$ cat src/rtl/cylon_pkg.sv
// Shared types and constants for the cylon sweep sequencer.
package cylon_pkg;

    typedef enum logic [1:0] {
        IDLE  = 2'd0,
        RUN   = 2'd1,
        PAUSE = 2'd2
    } state_e;

    localparam int unsigned SPEED_W = 3;
    localparam logic [SPEED_W-1:0] SPEED_MAX = 3'd7;
    localparam int unsigned PRESC_W = 28;

    // Step period for a speed level; never returns 0 so the prescaler always wraps.
    function automatic logic [PRESC_W-1:0] step_period(input logic [PRESC_W-1:0] base,
                                                       input logic [SPEED_W-1:0] spd);
        logic [PRESC_W-1:0] p;
        p = base >> spd;
        if (p == '0) begin
            p = PRESC_W'(1);
        end
        return p;
    endfunction

endpackage

$ cat src/rtl/btn_debounce.sv
// Button conditioner: 2-FF synchroniser, stability counter and press pulse.
module btn_debounce #(
    parameter logic [19:0] DEBOUNCE_CYCLES = 20'd1_000_000
) (
    input  logic clk,
    input  logic rst_n,
    input  logic btn_i,
    output logic press_o
);

    logic        sync1_q, sync1_d;
    logic        sync2_q, sync2_d;
    logic        level_q, level_d;
    logic        press_q, press_d;
    logic [19:0] cnt_q, cnt_d;

    // Count consecutive synchronised samples that disagree with the accepted level.
    always_comb begin
        sync1_d = btn_i;
        sync2_d = sync1_q;
        level_d = level_q;
        cnt_d   = cnt_q;
        if (sync2_q == level_q) begin
            cnt_d = '0;
        end else if (cnt_q == DEBOUNCE_CYCLES - 20'd1) begin
            level_d = sync2_q;
            cnt_d   = '0;
        end else begin
            cnt_d = cnt_q + 20'd1;
        end
        // Only the accepted rising edge produces an event.
        press_d = level_d & ~level_q;
    end

    // State registers; reset leaves the button released.
    always_ff @(posedge clk or negedge rst_n) begin
        if (!rst_n) begin
            sync1_q <= 1'b0;
            sync2_q <= 1'b0;
            level_q <= 1'b0;
            press_q <= 1'b0;
            cnt_q   <= '0;
        end else begin
            sync1_q <= sync1_d;
            sync2_q <= sync2_d;
            level_q <= level_d;
            press_q <= press_d;
            cnt_q   <= cnt_d;
        end
    end

    assign press_o = press_q;

endmodule

$ cat src/rtl/cylon_sequencer.sv
// Cylon sweep front end: mode FSM, speed select, step prescaler and bouncing position.
module cylon_sequencer
    import cylon_pkg::*;
#(
    parameter logic [27:0] CLOCK_CYCLES_PER_PULSE = 28'd50_000_000,
    parameter logic [19:0] DEBOUNCE_CYCLES        = 20'd1_000_000,
    parameter int unsigned NUM_LEDS               = 16
) (
    input  logic         clk,
    input  logic         rst_n,
    input  logic         btnC,
    input  logic         btnL,
    input  logic         btnR,
    output logic         running,
    output logic [2:0]   speed,
    output logic         step,
    output logic         dir,
    output logic [3:0]   pos
);

    localparam logic [3:0] POS_LAST   = 4'(NUM_LEDS - 1);
    localparam logic [3:0] POS_PENULT = 4'(NUM_LEDS - 2);

    logic ev_c, ev_l, ev_r;

    btn_debounce #(.DEBOUNCE_CYCLES(DEBOUNCE_CYCLES)) u_db_c (
        .clk    (clk),
        .rst_n  (rst_n),
        .btn_i  (btnC),
        .press_o(ev_c)
    );

    btn_debounce #(.DEBOUNCE_CYCLES(DEBOUNCE_CYCLES)) u_db_l (
        .clk    (clk),
        .rst_n  (rst_n),
        .btn_i  (btnL),
        .press_o(ev_l)
    );

    btn_debounce #(.DEBOUNCE_CYCLES(DEBOUNCE_CYCLES)) u_db_r (
        .clk    (clk),
        .rst_n  (rst_n),
        .btn_i  (btnR),
        .press_o(ev_r)
    );

    state_e               state_q, state_d;
    logic [SPEED_W-1:0]   speed_q, speed_d;
    logic [PRESC_W-1:0]   cnt_q, cnt_d;
    logic [PRESC_W-1:0]   period;
    logic                 step_q, step_d;
    logic                 dir_q, dir_d;
    logic [3:0]           pos_q, pos_d;

    assign period = step_period(CLOCK_CYCLES_PER_PULSE, speed_q);

    // Mode FSM: C toggles run/pause, L+R together abort to idle from anywhere.
    always_comb begin
        state_d = state_q;
        if (ev_l && ev_r) begin
            state_d = IDLE;
        end else if (ev_c) begin
            unique case (state_q)
                IDLE:    state_d = RUN;
                RUN:     state_d = PAUSE;
                PAUSE:   state_d = RUN;
                default: state_d = IDLE;
            endcase
        end
    end

    // Speed, prescaler and bouncing position; counting uses the current mode.
    always_comb begin
        speed_d = speed_q;
        cnt_d   = cnt_q;
        pos_d   = pos_q;
        dir_d   = dir_q;
        step_d  = 1'b0;
        if (ev_l && ev_r) begin
            cnt_d = '0;
            pos_d = '0;
            dir_d = 1'b0;
        end else begin
            if (ev_r && speed_q != SPEED_MAX) begin
                speed_d = speed_q + 3'd1;
            end else if (ev_l && speed_q != '0) begin
                speed_d = speed_q - 3'd1;
            end
            if (speed_d != speed_q) begin
                // New period: restart the count so it never sits above period-1.
                cnt_d = '0;
            end else if (state_q == RUN) begin
                if (cnt_q >= period - PRESC_W'(1)) begin
                    cnt_d  = '0;
                    step_d = 1'b1;
                    if (!dir_q) begin
                        if (pos_q == POS_LAST) begin
                            dir_d = 1'b1;
                            pos_d = POS_PENULT;
                        end else begin
                            pos_d = pos_q + 4'd1;
                        end
                    end else begin
                        if (pos_q == '0) begin
                            dir_d = 1'b0;
                            pos_d = 4'd1;
                        end else begin
                            pos_d = pos_q - 4'd1;
                        end
                    end
                end else begin
                    cnt_d = cnt_q + PRESC_W'(1);
                end
            end
        end
    end

    // All state and outputs registered; reset clears everything at once.
    always_ff @(posedge clk or negedge rst_n) begin
        if (!rst_n) begin
            state_q <= IDLE;
            speed_q <= '0;
            cnt_q   <= '0;
            step_q  <= 1'b0;
            dir_q   <= 1'b0;
            pos_q   <= '0;
        end else begin
            state_q <= state_d;
            speed_q <= speed_d;
            cnt_q   <= cnt_d;
            step_q  <= step_d;
            dir_q   <= dir_d;
            pos_q   <= pos_d;
        end
    end

    assign running = (state_q == RUN);
    assign speed   = speed_q;
    assign step    = step_q;
    assign dir     = dir_q;
    assign pos     = pos_q;

endmodule

$ cat config.mk
export PLATFORM = sky130hd
export DESIGN_NAME = cylon_sequencer
export DESIGN_NICKNAME = d
export VERILOG_FILES = /design/src/rtl/cylon_pkg.sv /design/src/rtl/btn_debounce.sv /design/src/rtl/cylon_sequencer.sv
export SDC_FILE = /design/constraint.sdc
export NUM_CORES = 1
export LEC_CHECK = 0
export ABC_AREA = 1
export CAP_MARGIN = 20
export CELL_PAD_IN_SITES_DETAIL_PLACEMENT = 1
export CELL_PAD_IN_SITES_GLOBAL_PLACEMENT = 1
export CORE_UTILIZATION = 50
export CTS_BUF_LIST = sky130_fd_sc_hd__clkbuf_16
export CTS_CLUSTER_DIAMETER = 120
export DETAILED_ROUTE_END_ITERATION = 6
export DONT_BUFFER_PORTS = 1
export PLACE_DENSITY_LB_ADDON = 0.05
export SETUP_SLACK_MARGIN = 0.4
export SLEW_MARGIN = 15
export SYNTH_ARGS = -nofsm -noshare
export SYNTH_HDL_FRONTEND = slang
export SYNTH_SLANG_ARGS = --single-unit
$ cat constraint.sdc
create_clock -name clk -period 5.98 [get_ports clk]
set_input_delay 1.794 -clock clk [delete_from_list [all_inputs] [get_ports clk]]
set_output_delay 1.794 -clock clk [all_outputs]
set_load 0.02 [all_outputs]
==> results of run 1 <==
[state kept, by name, summed over array words and instances (netlist names), 2 cells and up]
name          cells
cnt_q            28
state_q           2
u_db_l.cnt_q     20
u_db_r.cnt_q     20
pos               4
speed             3
u_db_c.cnt_q     20
[per-layer routing]
metal / global-route usage [%] / vias up / part of all wire, %
met5: 0 / - / 0
met2: 46.4 / 66 / 50
met4: 10.0 / 0 / 2.0
li1: - / 2937 / -
met3: 3.57 / 27 / 2.6
met1: 34.6 / 2993 / 46
[power by group through the flow]
stage,Clock [mW],Combinational [mW],Sequential (mW)
CTS,0.618,0.0238,0.762
global route,0.639,0.0264,0.764
global placement,0,0.0211,0.777
detailed placement,0,0.0238,0.777
floorplan,0,0.0171,0.776
finish,0.604,0.0232,0.762
[cells in the final DEF (no fill, tap or decap), types with 27 or more instances in the layout]
cell type and instances:
inv_1 109, a21oi_1 30, nor2_2 27, ha_1 44, nand2_1 186, nand4_1 30, dfrtp_1 111, xor2_1 37
nand3_1 54, nor2_1 127
[layout make-up]
class                      instances  area (um2)  share of cell area, %
inverter                         128         483                   6.38
sequential                       111        2780                   36.7
clock inverter                     7        65.1                  0.860
tap                              180         225                   2.98
multi-input combinational        666        3790                   50.1
clock buffer                       9         225                   2.98
[critical path, stage by stage (launching register included)]
cell     delay [ns]
dfrtp_1        0.81
inv_2          0.27
ha_1           0.33
nor2_1         0.14
nand2_1        0.11
nor2_2         0.16
nand3_1        0.15
nor2_1         0.16
xor2_1         0.09
ha_1           0.32
nand2_1        0.08
nor2_1         0.13
and2_1         0.14
nand2_1        0.05
nand3_1        0.06
nand2_1        0.09
nand3_2        0.11
nand2_4        0.12
inv_4          0.21
nor2_1         0.06
[cells in the mapped netlist, drive strengths merged (3+ instances only)]
| master | number |
|---|---|
| a21oi | 30 |
| nor3 | 30 |
| o21ai | 24 |
| dfrtp | 111 |
| nand4 | 30 |
| a31oi | 5 |
| nor4 | 5 |
| xnor2 | 18 |
| nor3b | 6 |
| ha | 44 |
| o21a | 3 |
| nand3 | 62 |
| nand2 | 196 |
| nor2 | 158 |
| xor2 | 37 |
| o21bai | 4 |
| a211oi | 3 |
| inv | 127 |
| buf | 6 |
[through the flow]
stage | power, mW | hold slack (ns) | area (um2)
after floorplan | 0.793 | 0.331 | 7100
after global placement | 0.798 | 0.336 | 7280
after detailed placement | 0.801 | 0.339 | 7280
after CTS | 1.40 | 0.364 | 7570
after global routing | 1.43 | 0.367 | 7570
final | 1.39 | 0.360 | 7570
[worst max-delay path by stage]
| stage | end | slack, ns |
|---|---|---|
| 3_5_place_dp | cnt_q[10] | 2.31 |
| 5_1_grt | cnt_q[12] | 1.95 |
| 3_3_place_gp | cnt_q[12] | 2.56 |
| 2_1_floorplan | cnt_q[2] | 2.86 |
| 4_1_cts | cnt_q[12] | 2.26 |
| 6_report | cnt_q[12] | 2.25 |
[cell families (layout without fill, tap and decap cells)]
kind of cell | Yosys count | in the layout | share of synthesized area (%)
AO/OA/AOI/OAI | 77 | 77 | 6.31
XOR/XNOR | 55 | 55 | 6.79
adder cells (fa/ha/maj) | 44 | 44 | 7.76
buffers and inverters | 134 | 144 | 7.44
flip-flops | 111 | 111 | 39.1
AND/OR/NAND/NOR | 490 | 490 | 32.6
==> flow_metrics.env, run 1 <==
export IMPL_antenna_found_initial=0
export IMPL_grt_usage_pct=27.0
export IMPL_htree_levels=3
export IMPL_dp_cells=1085
export IMPL_post_drt_wl_per_cell_um=16.8
export IMPL_ir_drop_mv=0.160
export IMPL_drt_iter0_drc=255
export IMPL_critPathMaxFanout=19
export IMPL_num_io_pins=15
export IMPL_area_growth_pct=6.63
export IMPL_fillerInstances=1728
export IMPL_syn_cell_area_um2=7100
export IMPL_fmax_mhz=268
export IMPL_holdBufCountCts=0
export IMPL_grt_pass1_vias=6445
export IMPL_drt_first_pass_iters=4
export IMPL_fin_crit_ns=3.73
export IMPL_synth_ff_latch_count=111
export IMPL_power_frac_seq_pct=54.9
export IMPL_numClockSinks=111
export IMPL_final_util_pct=54.5
export IMPL_instances_no_fill=1101
export IMPL_worstPathRequired_ns=6.23
export IMPL_slew_viol_final=0
export IMPL_worstHoldPathCells=0
export IMPL_grt_start_max_net_pins=112
export IMPL_arrival_ns=3.98
export IMPL_io_buffer_count=0
export IMPL_startpoint="speed[2]"
export IMPL_postSynthCellCount=911
export IMPL_synth_largest_area_cell="dfrtp_1"
export IMPL_hold_viol=0
export IMPL_clock_latency_ns=0.37
export IMPL_status="finished clean"
export IMPL_holdCritPathClass="register to register"
export IMPL_cts_setup_buffers=0
export IMPL_synth_nets=960
export IMPL_p_per_area_nw_per_um2=184
export IMPL_power_frac_comb_pct=1.7
export IMPL_die_area_um2=14700
export IMPL_hold_end="u_db_r.sync2_q"
export IMPL_cts_buffer_depth=2
export IMPL_p_leak_nw=3.77
export IMPL_cts_repair_resized=0
export IMPL_cts_tree="done"
export IMPL_synthArstFlopShare_pct=100
export IMPL_criticalPathCategory="register to register"
export IMPL_holdCritStartpoint="u_db_r.sync1_q"
export IMPL_coreArea_um2=13900
export IMPL_swShare_pct=23.9
export IMPL_skew_ns=0.00991
export IMPL_num_antenna_cells=0
export IMPL_grt_setup_unrepaired="no"
export IMPL_die_h_um=121
export IMPL_fin_setup_tns_ns=0
export IMPL_start_util_pct=51.1
export IMPL_seq_area_frac_synth_pct=39.1
export IMPL_ff2ff_setup_slack_ns=2.25
export IMPL_vias=6023
export IMPL_setup_viol=0
export IMPL_synth_flop_cell="dfrtp_1"
export IMPL_max_slew_margin_pct=42.1
export IMPL_overflow=0
export IMPL_yosysWarnings=0
export IMPL_synth_top_area_share_pct=39.1
export IMPL_reg2regPathDepth=19
export IMPL_r2r_start="speed[2]"
export IMPL_clkPwrFrac_pct=43.5
export IMPL_grt_pass1_wl_um=31000
export IMPL_drc_errors=0
export IMPL_r2r_end="cnt_q[12]"
export IMPL_cts_root_buf="clkbuf_16"
export IMPL_tightest_slew_ns=0.862
export IMPL_cellInternalPower_mw=1.06
export IMPL_syn_avg_cell_area_um2=7.79
export IMPL_std_cell_rows=43
export IMPL_maxCapViolations=0
export IMPL_cp_start_kind="register"
export IMPL_worst_slack_ns=2.25
export IMPL_dp_slack_ns=2.31
export IMPL_p_switching_mw=0.332
export IMPL_drive_gt1_share_pct=10.4
export IMPL_hpwlAfterDp_um=13900
export IMPL_cts_buffers_inserted=9
export IMPL_clk_pin_slew_ns=0.08
export IMPL_drt_total_wl_um=18500
export IMPL_viasPerCell=5.47
export IMPL_die_w_um=121
export IMPL_final_antenna_net_count=0
export IMPL_worstSetupEndpointType="register"
export IMPL_synthTopCellsByArea="dfrtp_1, nand2_1, ha_1"
export IMPL_fin_crit_sh_pct=62.3
export IMPL_gp_congestion=0.918
export IMPL_synth_edf_count=0
export IMPL_synthDistinctLibCells=44
export IMPL_nNetsFinal=965
Power figures use the tool's default switching activity.
==> run 2, diff against run 1 <==
--- a/config.mk
+++ b/config.mk
@@ -9,7 +9,7 @@
 export CAP_MARGIN = 20
 export CELL_PAD_IN_SITES_DETAIL_PLACEMENT = 1
 export CELL_PAD_IN_SITES_GLOBAL_PLACEMENT = 1
-export CORE_UTILIZATION = 50
+export CORE_UTILIZATION = 49
 export CTS_BUF_LIST = sky130_fd_sc_hd__clkbuf_16
 export CTS_CLUSTER_DIAMETER = 120
 export DETAILED_ROUTE_END_ITERATION = 6
==> constraint.sdc (replaced) <==
create_clock -name clk -period 3.45 [get_ports clk]
set_input_delay 1.035 -clock clk [delete_from_list [all_inputs] [get_ports clk]]
set_output_delay 1.035 -clock clk [all_outputs]
set_load 0.02 [all_outputs]
==> flow_metrics.env, run 2 (synthesis gave the netlist of run 1 again) <==
export IMPL_status="finished clean"
export IMPL_viasPerCell=5.53
export IMPL_cts_buffer_depth=2
export IMPL_area_growth_pct=13.1
export IMPL_fin_crit_sh_pct=91.7
export IMPL_post_drt_wl_per_cell_um=17.0
export IMPL_grt_pass1_wl_um=31400
export IMPL_max_slew_margin_pct=40.5
export IMPL_crit_family="simple AND/OR/NAND/NOR gates"
export IMPL_coreArea_um2=14000
export IMPL_crit_slowest_cell="dfrtp_2"
export IMPL_post_dp_cell_area_um2=7300
export IMPL_stdcell_area_um2=8030
export IMPL_arrival_ns=3.45
export IMPL_p_per_area_nw_per_um2=300
export IMPL_largest_register="cnt_q"
export IMPL_drt_total_wl_um=19100
export IMPL_cts_buffers_inserted=9
export IMPL_layout_common_cells="nand2_1, nor2_1, inv_1, dfrtp_1, nand3_1"
export IMPL_antenna_found_initial=0
export IMPL_num_antenna_cells=0
export IMPL_die_area_um2=15000
export IMPL_r2r_start="speed[1]"
export IMPL_setup_viol=0
export IMPL_cp_start_kind="register"
export IMPL_instances_no_fill=1123
export IMPL_nNetsFinal=987
export IMPL_holdCritPathClass="input pin to asynchronous set/reset pin"
export IMPL_dp_cells=1088
export IMPL_clock_latency_ns=0.35
export IMPL_hold_worst_slack_ns=0.365
export IMPL_num_io_pins=15
export IMPL_std_cell_rows=43
export IMPL_drt_first_pass_iters=4
export IMPL_grt_usage_pct=26.7
export IMPL_reg2regPathDepth=21
export IMPL_fin_crit_ns=3.16
export IMPL_largest_reg_flops=28
export IMPL_clk_pin_slew_ns=0.08
export IMPL_drive_gt1_share_pct=17.1
export IMPL_critPathMaxFanout=6
export IMPL_holdBufCountCts=0
export IMPL_tightest_slew_ns=0.886
export IMPL_fmax_mhz=316
export IMPL_htree_levels=3
export IMPL_drt_iter0_drc=234
export IMPL_p_leak_nw=3.92
export IMPL_die_h_um=122
export IMPL_vias=6207
export IMPL_worstPathRequired_ns=3.74
export IMPL_skew_ns=0.00842
export IMPL_slew_viol_final=0
export IMPL_fin_setup_tns_ns=0
export IMPL_grt_setup_unrepaired="yes"
export IMPL_hpwlAfterDp_um=13300
export IMPL_crit_cells=21
export IMPL_ir_drop_mv=0.256
export IMPL_io_buffer_count=0
export IMPL_grt_pass1_vias=6607
export IMPL_path_buf_inv=2
export IMPL_numClockSinks=111
export IMPL_cts_root_buf="clkbuf_16"
export IMPL_cts_tree="done"
export IMPL_die_w_um=122
export IMPL_final_antenna_net_count=0
export IMPL_criticalPathCategory="register to register"
export IMPL_crit_chain="ha_4, ha_4, inv_4, nand2_4, nor2_4, nand2_2, nor2_4, nand3_2, nor2_2, xor2_1, ha_1, nand2_2, nor2_2, and2_1, nand2_1, nand3_2, nand2_4, nand3_4, nand2_8, clkinv_8, nor2_2"
export IMPL_crit_path_frequent_cell="nor2_2"
export IMPL_maxCapViolations=0
export IMPL_drc_errors=0
export IMPL_overflow=0
export IMPL_worst_slack_ns=0.286
export IMPL_start_util_pct=50.7
export IMPL_grt_start_max_net_pins=112
export IMPL_ff2ff_setup_slack_ns=0.29
export IMPL_layout_commonest_cell="nand2_1"
export IMPL_r2r_end="cnt_q[17]"
export IMPL_critPathMaxStageDelay_ns=0.51
export IMPL_gp_congestion=0.819
export IMPL_worstSetupEndpointType="register"
export IMPL_dp_slack_ns=0.0741
export IMPL_hold_viol=0
-- run 2: where the power goes --
part | switching [mW] | internal (mW) | total (mW)
Combinational | 0.0258 | 0.0137 | 0.0395
Sequential | 0.0102 | 1.31 | 1.32
Clock | 0.493 | 0.558 | 1.05
Total | 0.529 | 1.88 | 2.41
-- run 2: how the worst max path moves through the flow --
stage,startpoint,end
after CTS,speed[1],cnt_q[21]
after global placement,speed[1],cnt_q[13]
after detailed placement,speed[1],cnt_q[12]
after floorplan,speed[0],cnt_q[2]
after global routing,speed[0],cnt_q[13]
final,speed[1],cnt_q[17]
-- run 2: routing by layer --
metal / wire (um) / track usage [%] / vias up
li1: - / - / 2984
met4: 418 / 9.30 / 0
met5: 0 / 0 / -
met1: 8470 / 33.5 / 3096
met3: 515 / 4.23 / 35
met2: 9650 / 46.5 / 92
-- run 2: repair_timing --
item	in CTS	in global routing
cloned	2	0
buffers inserted	9	8
pin swaps	15	15
setup endpoints to repair	33	33
resized for setup	41	36
-- run 2: worst reg2reg max path, cell delays in order, from the launching register on --
cell	delay [ns]
dfrtp_2	0.51
ha_4	0.21
ha_4	0.17
inv_4	0.08
nand2_4	0.06
nor2_4	0.10
nand2_2	0.09
nor2_4	0.13
nand3_2	0.11
nor2_2	0.14
xor2_1	0.19
ha_1	0.28
nand2_2	0.08
nor2_2	0.04
and2_1	0.13
nand2_1	0.08
nand3_2	0.09
nand2_4	0.10
nand3_4	0.13
nand2_8	0.19
clkinv_8	0.10
nor2_2	0.09
-- run 2: layout make-up --
class / instances / area (um2)
Timing Repair Buffer: 20 / 154
Tap cell: 180 / 225
Sequential cell: 111 / 2780
Clock buffer: 9 / 225
Multi-Input combinational cell: 667 / 4060
Fill cell: 1741 / 5960
Inverter: 128 / 498
Clock inverter: 7 / 65.1
Timing Repair inverter: 1 / 16.3
-- run 2: metrics by stage --
stage               power [mW]  utilization, %
floorplan                 1.37               -
global placement          1.38            52.2
detailed placement        1.39            52.2
CTS                       2.44            56.0
global route              2.49            57.4
finish                    2.41            57.4
